[src/rtl/gfx_pkg.sv]
// gfx_pkg: shared framebuffer geometry, pixel/history records and writer states
package gfx_pkg;

  localparam int COORD_WIDTH     = 32;
  localparam int DEPTH_BIT_WIDTH = 16;
  localparam int COLOR_WIDTH     = 8;
  localparam int FB_WIDTH        = 320;
  localparam int FB_HEIGHT       = 180;
  localparam int FB_PIXELS       = FB_WIDTH * FB_HEIGHT;
  localparam int ADDR_WIDTH      = $clog2(FB_PIXELS);
  localparam int HIST_DEPTH      = 3;

  localparam logic [COLOR_WIDTH-1:0]     CLEAR_COLOR = 8'h00;
  localparam logic [DEPTH_BIT_WIDTH-1:0] DEPTH_FAR   = 16'hFFFF;
  localparam logic [ADDR_WIDTH-1:0]      LAST_ADDR   = ADDR_WIDTH'(FB_PIXELS - 1);

  typedef struct packed {
    logic [ADDR_WIDTH-1:0]      addr;
    logic [DEPTH_BIT_WIDTH-1:0] depth;
    logic [COLOR_WIDTH-1:0]     color;
  } pixel_t;

  typedef struct packed {
    logic                       valid;
    logic [ADDR_WIDTH-1:0]      addr;
    logic [DEPTH_BIT_WIDTH-1:0] depth;
  } hist_t;

  typedef enum logic [1:0] {
    IDLE  = 2'd0,
    DRAIN = 2'd1,
    CLEAR = 2'd2
  } wr_state_t;

  // Signed on-screen test; negative coordinates must never alias into the frame
  function automatic logic in_frame(input logic signed [COORD_WIDTH-1:0] px,
                                    input logic signed [COORD_WIDTH-1:0] py);
    return (px >= 32'sd0) && (px < FB_WIDTH) && (py >= 32'sd0) && (py < FB_HEIGHT);
  endfunction

  // Row-major linear address, truncated to the BRAM address width
  function automatic logic [ADDR_WIDTH-1:0] pixel_addr(input logic signed [COORD_WIDTH-1:0] px,
                                                       input logic signed [COORD_WIDTH-1:0] py);
    return ADDR_WIDTH'(py * FB_WIDTH + px);
  endfunction

endpackage

[src/rtl/depth_forward_buffer.sv]
// depth_forward_buffer: remembers the last three depth writes so the compare
// stage sees values the BRAM read port has not caught up with yet.
module depth_forward_buffer
  import gfx_pkg::*;
(
  input  logic                       i_clk,
  input  logic                       i_rst,
  input  logic                       i_flush,
  input  hist_t                      i_push,
  input  logic [ADDR_WIDTH-1:0]      i_lookup_addr,
  input  logic [DEPTH_BIT_WIDTH-1:0] i_rd_depth,
  output logic [DEPTH_BIT_WIDTH-1:0] o_depth
);

  hist_t                r_hist [HIST_DEPTH];
  logic [HIST_DEPTH-1:0] w_match;

  // Shift history: entry 0 mirrors the write currently on the BRAM port
  always_ff @(posedge i_clk) begin
    if (i_rst || i_flush) begin
      for (int i = 0; i < HIST_DEPTH; i++) begin
        r_hist[i] <= '0;
      end
    end else begin
      r_hist[0] <= i_push;
      for (int i = 1; i < HIST_DEPTH; i++) begin
        r_hist[i] <= r_hist[i-1];
      end
    end
  end

  // Address match per history entry
  always_comb begin
    w_match = '0;
    for (int i = 0; i < HIST_DEPTH; i++) begin
      w_match[i] = r_hist[i].valid && (r_hist[i].addr == i_lookup_addr);
    end
  end

  // Newest matching entry wins; otherwise the BRAM value stands
  always_comb begin
    o_depth = i_rd_depth;
    if (w_match[0]) begin
      o_depth = r_hist[0].depth;
    end else if (w_match[1]) begin
      o_depth = r_hist[1].depth;
    end else if (w_match[2]) begin
      o_depth = r_hist[2].depth;
    end else begin
      o_depth = i_rd_depth;
    end
  end

endmodule

[src/rtl/depth_test_writer.sv]
// depth_test_writer: pipelined z-buffer read/compare/write into depth and
// framebuffer BRAMs, plus a full-frame clear sweep. Geometry lives in gfx_pkg.
module depth_test_writer
  import gfx_pkg::*;
(
  input  logic                          clk_in,
  input  logic                          rst_in,
  input  logic signed [COORD_WIDTH-1:0] x,
  input  logic signed [COORD_WIDTH-1:0] y,
  input  logic [DEPTH_BIT_WIDTH-1:0]    depth,
  input  logic [COLOR_WIDTH-1:0]        color,
  input  logic                          drawing,
  input  logic                          clear_start,
  output logic [ADDR_WIDTH-1:0]         depth_rd_addr,
  input  logic [DEPTH_BIT_WIDTH-1:0]    depth_rd_data,
  output logic [ADDR_WIDTH-1:0]         depth_wr_addr,
  output logic [DEPTH_BIT_WIDTH-1:0]    depth_wr_data,
  output logic                          depth_we,
  output logic [ADDR_WIDTH-1:0]         fb_addr,
  output logic [COLOR_WIDTH-1:0]        fb_data,
  output logic                          fb_we,
  output logic                          busy,
  output logic                          clear_done,
  output logic [31:0]                   pix_written
);

  wr_state_t                  r_state;
  logic                       r_s0_valid, r_s1_valid, r_s2_valid;
  pixel_t                     r_s0, r_s1, r_s2;
  logic [ADDR_WIDTH-1:0]      r_clr_addr;
  logic                       r_clr_last;
  logic                       r_we;
  logic                       r_wr_is_pix;
  logic [ADDR_WIDTH-1:0]      r_wr_addr;
  logic [DEPTH_BIT_WIDTH-1:0] r_wr_depth;
  logic [COLOR_WIDTH-1:0]     r_wr_color;
  logic                       r_clear_done;
  logic                       r_busy;
  logic [31:0]                r_pix_written;

  logic                       w_accept;
  pixel_t                     w_s0_next;
  logic [DEPTH_BIT_WIDTH-1:0] w_stored;
  logic                       w_pix_wr;
  hist_t                      w_push;
  logic                       w_flush;
  logic                       w_pipe_empty;
  logic                       w_busy_next;

  // Admission: IDLE only, never alongside a clear request, on-screen only
  assign w_accept     = (r_state == IDLE) && drawing && !clear_start && in_frame(x, y);
  assign w_s0_next    = {pixel_addr(x, y), depth, color};
  assign w_pix_wr     = r_s2_valid && (r_s2.depth < w_stored);
  assign w_push       = {w_pix_wr, r_s2.addr, r_s2.depth};
  assign w_flush      = (r_state == CLEAR);
  assign w_pipe_empty = !r_s0_valid && !r_s1_valid && !r_s2_valid;
  assign w_busy_next  = (r_state != IDLE) || clear_start || w_accept || r_s0_valid || r_s1_valid;

  depth_forward_buffer u_fwd (
    .i_clk         (clk_in),
    .i_rst         (rst_in),
    .i_flush       (w_flush),
    .i_push        (w_push),
    .i_lookup_addr (r_s2.addr),
    .i_rd_depth    (depth_rd_data),
    .o_depth       (w_stored)
  );

  // Pixel pipeline: S0 register, S1/S2 cover the two-cycle BRAM read
  always_ff @(posedge clk_in) begin
    if (rst_in) begin
      r_s0_valid <= 1'b0;
      r_s1_valid <= 1'b0;
      r_s2_valid <= 1'b0;
      r_s0       <= '0;
      r_s1       <= '0;
      r_s2       <= '0;
    end else begin
      r_s0_valid <= w_accept;
      if (w_accept) begin
        r_s0 <= w_s0_next;
      end else begin
        r_s0 <= r_s0;
      end
      r_s1_valid <= r_s0_valid;
      r_s1       <= r_s0;
      r_s2_valid <= r_s1_valid;
      r_s2       <= r_s1;
    end
  end

  // Mode FSM, clear sweep, registered BRAM write port, status and pixel count
  always_ff @(posedge clk_in) begin
    if (rst_in) begin
      r_state       <= IDLE;
      r_clr_addr    <= '0;
      r_clr_last    <= 1'b0;
      r_we          <= 1'b0;
      r_wr_is_pix   <= 1'b0;
      r_wr_addr     <= '0;
      r_wr_depth    <= '0;
      r_wr_color    <= '0;
      r_clear_done  <= 1'b0;
      r_busy        <= 1'b0;
      r_pix_written <= 32'd0;
    end else begin
      r_busy       <= w_busy_next;
      r_clear_done <= r_clr_last;
      r_clr_last   <= 1'b0;

      // A clear request restarts the count even if a pixel write is on the port
      if ((r_state == IDLE) && clear_start) begin
        r_pix_written <= 32'd0;
      end else if (r_wr_is_pix && (r_pix_written != 32'hFFFF_FFFF)) begin
        r_pix_written <= r_pix_written + 32'd1;
      end else begin
        r_pix_written <= r_pix_written;
      end

      case (r_state)
        IDLE: begin
          if (clear_start) begin
            r_state <= DRAIN;
          end else begin
            r_state <= IDLE;
          end
        end
        DRAIN: begin
          if (w_pipe_empty) begin
            r_state    <= CLEAR;
            r_clr_addr <= '0;
          end else begin
            r_state <= DRAIN;
          end
        end
        CLEAR: begin
          if (r_clr_addr == LAST_ADDR) begin
            r_state    <= IDLE;
            r_clr_addr <= '0;
            r_clr_last <= 1'b1;
          end else begin
            r_clr_addr <= r_clr_addr + ADDR_WIDTH'(1'b1);
          end
        end
        default: begin
          r_state <= IDLE;
        end
      endcase

      // Depth and framebuffer share one address and one enable
      if (r_state == CLEAR) begin
        r_we        <= 1'b1;
        r_wr_is_pix <= 1'b0;
        r_wr_addr   <= r_clr_addr;
        r_wr_depth  <= DEPTH_FAR;
        r_wr_color  <= CLEAR_COLOR;
      end else if (w_pix_wr) begin
        r_we        <= 1'b1;
        r_wr_is_pix <= 1'b1;
        r_wr_addr   <= r_s2.addr;
        r_wr_depth  <= r_s2.depth;
        r_wr_color  <= r_s2.color;
      end else begin
        r_we        <= 1'b0;
        r_wr_is_pix <= 1'b0;
      end
    end
  end

  assign depth_rd_addr = r_s0.addr;
  assign depth_wr_addr = r_wr_addr;
  assign depth_wr_data = r_wr_depth;
  assign depth_we      = r_we;
  assign fb_addr       = r_wr_addr;
  assign fb_data       = r_wr_color;
  assign fb_we         = r_we;
  assign busy          = r_busy;
  assign clear_done    = r_clear_done;
  assign pix_written   = r_pix_written;

endmodule

[config.mk]
export PLATFORM = sky130hd
export DESIGN_NAME = depth_test_writer
export DESIGN_NICKNAME = d
export VERILOG_FILES = /design/src/rtl/gfx_pkg.sv /design/src/rtl/depth_forward_buffer.sv /design/src/rtl/depth_test_writer.sv
export SDC_FILE = /design/constraint.sdc
export NUM_CORES = 1
export LEC_CHECK = 0
export BUFFER_PORTS_ARGS = -buffer_cell sky130_fd_sc_hd__buf_2
export CORE_ASPECT_RATIO = 0.6
export CORE_UTILIZATION = 55
export CTS_BUF_LIST = sky130_fd_sc_hd__clkbuf_4
export DETAILED_ROUTE_END_ITERATION = 6
export GPL_TIMING_DRIVEN = 0
export HOLD_SLACK_MARGIN = 0.15
export PLACE_DENSITY_LB_ADDON = 0.25
export SYNTH_ARGS = -nofsm -noshare
export SYNTH_HDL_FRONTEND = slang
export SYNTH_SLANG_ARGS = --single-unit
[constraint.sdc]
create_clock -name clk_in -period 4.5 [get_ports clk_in]
set_clock_uncertainty 0.1 [all_clocks]
set_input_delay 0.225 -clock clk_in [delete_from_list [all_inputs] [get_ports clk_in]]
set_output_delay 0.225 -clock clk_in [all_outputs]
set_load 0.02 [all_outputs]
==> results of run 1 <==
-- cell families after synthesis --
group,count (synthesis),synth area share
adders and majority gates,41,0.0419
xor gates and xnor gates,84,0.0583
and+or+nand+nor,518,0.215
AOI/OAI and AO/OA,191,0.0940
DFF,316,0.502
buffers and inverters,113,0.0450
muxes,56,0.0445
-- worst min path at each step --
stage / endpoint / slack [ps]
after floorplan: depth_rd_addr[0]$_SDFFE_PP0P_ / 270
after global placement: r_s2[6]$_SDFF_PP0_ / 320
after detailed placement: r_s2[24]$_SDFF_PP0_ / 320
after CTS: r_s0[3]$_SDFFE_PP0P_ / 160
after global routing: r_s0[2]$_SDFFE_PP0P_ / 180
final: r_s0[4]$_SDFFE_PP0P_ / 220
-- cells in the final DEF, fill, tap and decap left out, types with 8 or more instances in the layout --
master | netlist | final
and2_1 | 99 | 99
clkbuf_4 | 0 | 106
ha_1 | 39 | 39
nor2b_1 | 86 | 86
o21ai_0 | 28 | 28
dlygate4sd3_1 | 0 | 67
dfxtp_2 | 0 | 11
xor2_1 | 37 | 37
dfxtp_1 | 316 | 304
buf_2 | 1 | 216
nand3_1 | 27 | 27
xnor2_1 | 47 | 45
clkinv_1 | 0 | 14
nor2_1 | 94 | 93
nand4_1 | 19 | 19
nand2_1 | 116 | 116
buf_4 | 34 | 37
mux2i_1 | 56 | 56
a211oi_1 | 19 | 18
nor4_1 | 20 | 18
and3_1 | 16 | 16
inv_1 | 18 | 18
clkbuf_1 | 56 | 52
a21oi_1 | 97 | 95
o211a_1 | 16 | 16
or3_1 | 8 | 8
a21o_1 | 12 | 12
-- metal layers --
layer | vias to the layer above | track usage
met3 | 48 | 0.0717
li1 | 5190 | -
met4 | 0 | 0.0727
met1 | 4686 | 0.390
met5 | - | 0
met2 | 388 | 0.428
-- power by group --
part | internal [mW] | total [mW] | leakage [nW] | switching [mW]
clock | 1.25 | 2.34 | 0.565 | 1.09
combinational | 0.257 | 0.582 | 4.28 | 0.326
sequential | 2.83 | 2.85 | 2.55 | 0.0264
total | 4.33 | 5.78 | 7.40 | 1.44
-- registers in the layout (all words and copies together) (netlist names) --
signal         count
pix_written       32
r_clr_last         1
r_s0              24
u_fwd.r_hist      99
r_s0_valid         1
r_s1_valid         1
r_s1              40
depth_we           1
r_state            2
depth_wr_addr     16
r_clr_addr        16
fb_data            8
clear_done         1
depth_rd_addr     16
depth_wr_data     16
r_s2              40
r_s2_valid         1
busy               1
-- stage by stage --
stage / utilization / hold WS (ps) / TNS, ps / setup slack (ps) / instances
final: 0.709 / 222 / 0 / 166 / 2038
after global placement: 0.631 / 316 / -9290 / -368 / 1841
after detailed placement: 0.631 / 320 / -14500 / -468 / 1841
after floorplan: - / 265 / 0 / 442 / 1319
after global routing: 0.709 / 176 / -4.71 / -3.67 / 2038
after CTS: 0.706 / 159 / 0 / 97.9 / 2035
-- final cells by class --
cell class                 instances  area, µm²
timing repair buffer             284       1760
buffer                            95        505
fill                            1772       6480
tap                              308        385
clock inverter                    20        154
clock buffer                     106        796
multi-input combinational        890       5780
antenna                            1       2.50
sequential                       316       6340
inverter                          18       67.6
-- repair_timing --
| action | in CTS | in global routing |
|---|---|---|
| hold buffers | 67 | 0 |
| endpoints found under the hold margin | 70 | 0 |
| pin swaps | 1 | 2 |
| gates resized for setup | 9 | 24 |
| setup endpoints to repair | 42 | 43 |
| buffers inserted | 1 | 2 |
-- worst min-delay path, delay by kind of cell --
family | cells | cell delay (ps)
AO/OA/AOI/OAI | 1 | 50
buffers and inverters | 2 | 650
AND/OR/NAND/NOR | 1 | 50
==> results.md, run 1 <==
- Ys flop type: dfxtp_1
- Placer Congestion: ~0.92
- Commonest cells in the netlist: 316 x dfxtp_1, 116 x nand2_1, 99 x and2_1, 97 x a21oi_1, 94 x nor2_1
- Initial antenna violation count: 1
- First-pass GRT wire length: 50,800 µm
- Post-synthesis sequential area ratio: 0.502
- CTS Buf Count: 73
- Crit-path most repeated cell: dlygate4sd3_1
- CP endpoint kind: flop
- WL final: 32,700 µm
- Post-Syn Area: between 0.01 and 0.015 mm²
- Top-level I/O count: 216
- Core Footprint: 0.0223 mm²
- Async set or reset register ratio after synthesis: 0
- IO buf count: ~210
- Worst reg2reg startpoint: r_state[1]$_SDFFE_PP0P_
- Vert. Die Dim: 119 µm
- Layout Nets: between 1.5k and 2k
- Most instantiated library cell after synthesis: dfxtp_1
- Synthesized net count: 1,468
- Longest Clk Path Bufs: 3
- CP Data Required Time: between 5000 and 6000 ps
- Largest net degree at the start of global routing: 11
- PwrDens: ~370 mW/mm²
- Reg2reg setup slack: around 260 ps
- Crit path launch type: input port
- Max incr delay on CP: between 600 and 700 ps
- CP top delay family: buffers and inverters
- Total power draw: 5.78 mW
- R2R depth: 10
- Post-route cell area: about 0.016 mm²
- Worst skew pair latency: between 700 and 800 ps
- Yosys cell types: 48
- Layout Area Growth over Synthesis: 25.3%
- CTS sink cnt: between 300 and 400
- Clk slew on worst S/H paths: about 70 ps
- Synth Area per Inst: ~9.6 µm²
- First-pass iteration count of the detailed router: 5
- WL met2: 14,400 µm
- Worst setup endpoint: depth_rd_addr[12]$_SDFFE_PP0P_
- Synth top area cells: dfxtp_1 50%, and2_1 4.9%, mux2i_1 4.4%
- CP cell instances: dlygate4sd3_1 > buf_2 > nor4_1 > dlygate4sd3_1 > nand4_1 > dlygate4sd3_1 > nor2_2 > dlygate4sd3_1 > nand3_1 > dlygate4sd3_1 > or3_1 > dlygate4sd3_1 > a21oi_1
- Buf/Inv on CP: 7
- Post-route DRC violation count: 0
- Final setup fails: 0
- Via count: between 10k and 15k
- Die width: ~200 µm
- Routed Antenna Nets: 0
- Core Rows: between 40 and 50
- Tmin final: ~4300 ps
- Hold path cells: 4
- Seq cells post-synth: between 300 and 400
- Rel. slew slack: 0.492
- Yosys synthesis warning count: 0
- DPL Wire Length: between 20,000 and 25,000 µm
- Initial DRC count: just over 500
- Slew @ Worst Pin: 757 ps
- Vias in the first global route: slightly below 10k
- Crit share post-route: 0.963
- Max VDD drop: ~0.17 mV
- Gr usage total: 0.279
- TritonCTS clock tree: done
- Initial Util: 0.566
- Max layer used: met4
- Layout cells sized above 1: 0.230
- WP data arrival: slightly below 5000 ps
- Worst hold start: color[4]
- CP max stage cell: dlygate4sd3_1
- WP depth: 13
- Vias per Instance: 5.06
- M1 WL: roughly 16,000 µm
- Post-synth EDFFs: 0
- DR WL met3: 2300 µm
- Critical Path Start: y[27]
- CTS root buf: clkbuf_4
- WL/cell: 16.0 µm
- Die Footprint: between 0.02 and 0.025 mm²
- H-tree depth: 3
- Hold crit path type: in -> reg
- Placed Area: between 0.01 and 0.015 mm²
- Largest area contributor in the netlist: dfxtp_1
- MaxCap Viol Count: 0
- Static leakage: approximately 7.4 nW
- Slew Viols, Final: 0
- Critical path fanouts, max: 3
- Post-synth top area share: 0.502
- Reg2reg end: depth_rd_addr[12]$_SDFFE_PP0P_
- Fmax: 231 MHz
- Critical path class: in -> reg
- Status: finished, final reports clean
- Synth Instances: between 1k and 1.5k
- Grt ovf: 0
- Hold Fails Final Rpt: 0
(Power assumes the default switching activity.)
==> run 2, diff against run 1 <==
--- a/config.mk
+++ b/config.mk
@@ -13,6 +13,7 @@
 export GPL_TIMING_DRIVEN = 0
 export HOLD_SLACK_MARGIN = 0.15
 export PLACE_DENSITY_LB_ADDON = 0.25
+export RECOVER_POWER = 50
 export SYNTH_ARGS = -nofsm -noshare
 export SYNTH_HDL_FRONTEND = slang
 export SYNTH_SLANG_ARGS = --single-unit
==> results.md, run 2 (synthesis results as in run 1) <==
- Layout Nets: roughly 1.8k
- Fmax: approximately 230 MHz
- Static leakage: just under 7 nW
- Utilization after layout: 0.703
- Initial Util: 0.566
- Buf/Inv on CP: 7
- Status: finished, final reports clean
- Hold crit path type: in -> reg
- Critical path class: in -> reg
- CP cell instances: dlygate4sd3_1 > buf_2 > nor4_1 > dlygate4sd3_1 > nand4_1 > dlygate4sd3_1 > nor2_2 > dlygate4sd3_1 > nand3_1 > dlygate4sd3_1 > or3_1 > dlygate4sd3_1 > a21oi_1
- Met2 Use GR: 0.428
- CTS sink cnt: roughly 320
- Initial DRC count: between 500 and 600
- Vert. Die Dim: 119 µm
- Hold_ws: 229 ps
- WL final: around 33,000 µm
- Crit-path most repeated cell: dlygate4sd3_1
- H-tree depth: 3
- Gr usage total: 0.279
- Vias per Instance: around 5
- Met1 GRT Util: 0.390
- CP top delay family: buffers and inverters
- Largest net degree at the start of global routing: 11
- Hold Fails Final Rpt: 0
- Layout Area Growth over Synthesis: 24.2%
- Slew Viols, Final: 0
- First-pass GRT wire length: between 50,000 and 60,000 µm
- Post-route DRC violation count: 0
- Max VDD drop: 0.171 mV
- Max incr delay on CP: a little over 600 ps
- Met3 GRT Util: 0.0717
- WL/cell: between 15 and 20 µm
- Most common cell after layout, fill and taps aside: dfxtp_1
- PwrDens: 368 mW/mm²
- Final setup fails: 0
- Routed Antenna Nets: 0
- Dpl cells: about 1.8k
- Die Footprint: between 0.02 and 0.025 mm²
- WP data arrival: between 4000 and 5000 ps
- Initial antenna violation count: 1
- Most frequent cells in the layout: 304 x dfxtp_1, 160 x clkbuf_1, 116 x nand2_1
- Tmin final: 4330 ps
- Grt ovf: 0
- IO buf count: roughly 210
- Vias in the first global route: 9,895
- Crit path launch type: input port
- Total power draw: around 5.8 mW
- First-pass iteration count of the detailed router: 6
- Busiest grt layer: met2
- R2R depth: 19
- Worst skew pair latency: roughly 730 ps
- Core Rows: between 40 and 50
- TritonCTS clock tree: done
- Largest registers: u_fwd.r_hist: 99 flops, r_s1: 40 flops, r_s2: 40 flops
- CTS Buf Count: between 70 and 80
- Layout cells sized above 1: 0.168
- Critical path fanouts, max: 3
- Clk slew on worst S/H paths: roughly 70 ps
- WP depth: 13
- Longest Clk Path Bufs: 3
- Final cell count without fillers: approximately 2.0k
- CP endpoint kind: flop
- Most flop-heavy register: u_fwd.r_hist
- CP max stage cell: dlygate4sd3_1
- Rel. slew slack: 0.478
- Worst setup margin: ~170 ps
- Slew @ Worst Pin: around 800 ps
- Die width: 197 µm
- CP Data Required Time: 5020 ps
- Setup WS pre-CTS: -468 ps
- Placer Congestion: 0.919
- Top-level I/O count: between 200 and 250
- DPL Wire Length: around 24,000 µm
- MaxCap Viol Count: 0
- Via count: 10.3k
- Max FFs per register: just under 100
- Crit share post-route: 0.963
- Core Footprint: 0.0223 mm²
- Hold path cells: 4
- CTS root buf: clkbuf_4
run 2: cell count changes in the layout (fill, tap and decap cells not counted), sizes merged:
cell	previous run	this run
clkbuf	161	269
buf	257	149
run 2: layout make-up:
class                      instances  area [µm²]
sequential                       316        6340
clock inverter                    20         154
clock buffer                     106         796
fill                            1823        6620
buffer                            95         505
multi-input combinational        890        5780
tap                              308         385
antenna                            1        2.50
inverter                          18        67.6
timing repair buffer             284        1630
run 2: timing repair:
item                                   in CTS  in global routing
hold buffers                               67                  0
setup endpoints to repair                  42                 43
gates resized for setup                     9                 24
endpoints found under the hold margin      70                  0
buffers inserted                            1                  2
pin swaps                                   1                  2
run 2: worst paths after layout:
check | to | from | slack, ps
worst min register to register | r_s2[31]$_SDFF_PP0_ | r_s1[31]$_SDFF_PP0_ | 310
worst min-delay path | r_s0[2]$_SDFFE_PP0P_ | color[2] | 230
worst max register to register | fb_data[1]$_SDFFE_PP0P_ | r_s2[24]$_SDFF_PP0_ | 260
worst max-delay path | depth_rd_addr[12]$_SDFFE_PP0P_ | y[27] | 170
run 2: report_power, final:
group	leakage [nW]	total, mW	switching (mW)	internal [mW]
registers	2.55	2.85	0.0274	2.83
clock network	0.565	2.34	1.09	1.25
logic	3.80	0.572	0.326	0.245
total	6.92	5.77	1.44	4.32
run 2: tightest hold or removal path, stage by stage:
cell	delay [ps]
dlygate4sd3_1	530
buf_2	120
nand2_1	50
a21oi_1	60
run 2: through the flow:
step / setup TNS (ps) / area, µm²
6_report: 0 / 15700
5_1_grt: -4.71 / 15700
4_1_cts: 0 / 15700
3_5_place_dp: -14500 / 14100
3_3_place_gp: -9290 / 14100
2_1_floorplan: 0 / 12600
run 2: metal layers:
layer,vias up,share of wire
met2,368,0.44
met1,4704,0.48
met4,0,0.018
li1,5193,-
met3,55,0.070
met5,-,0
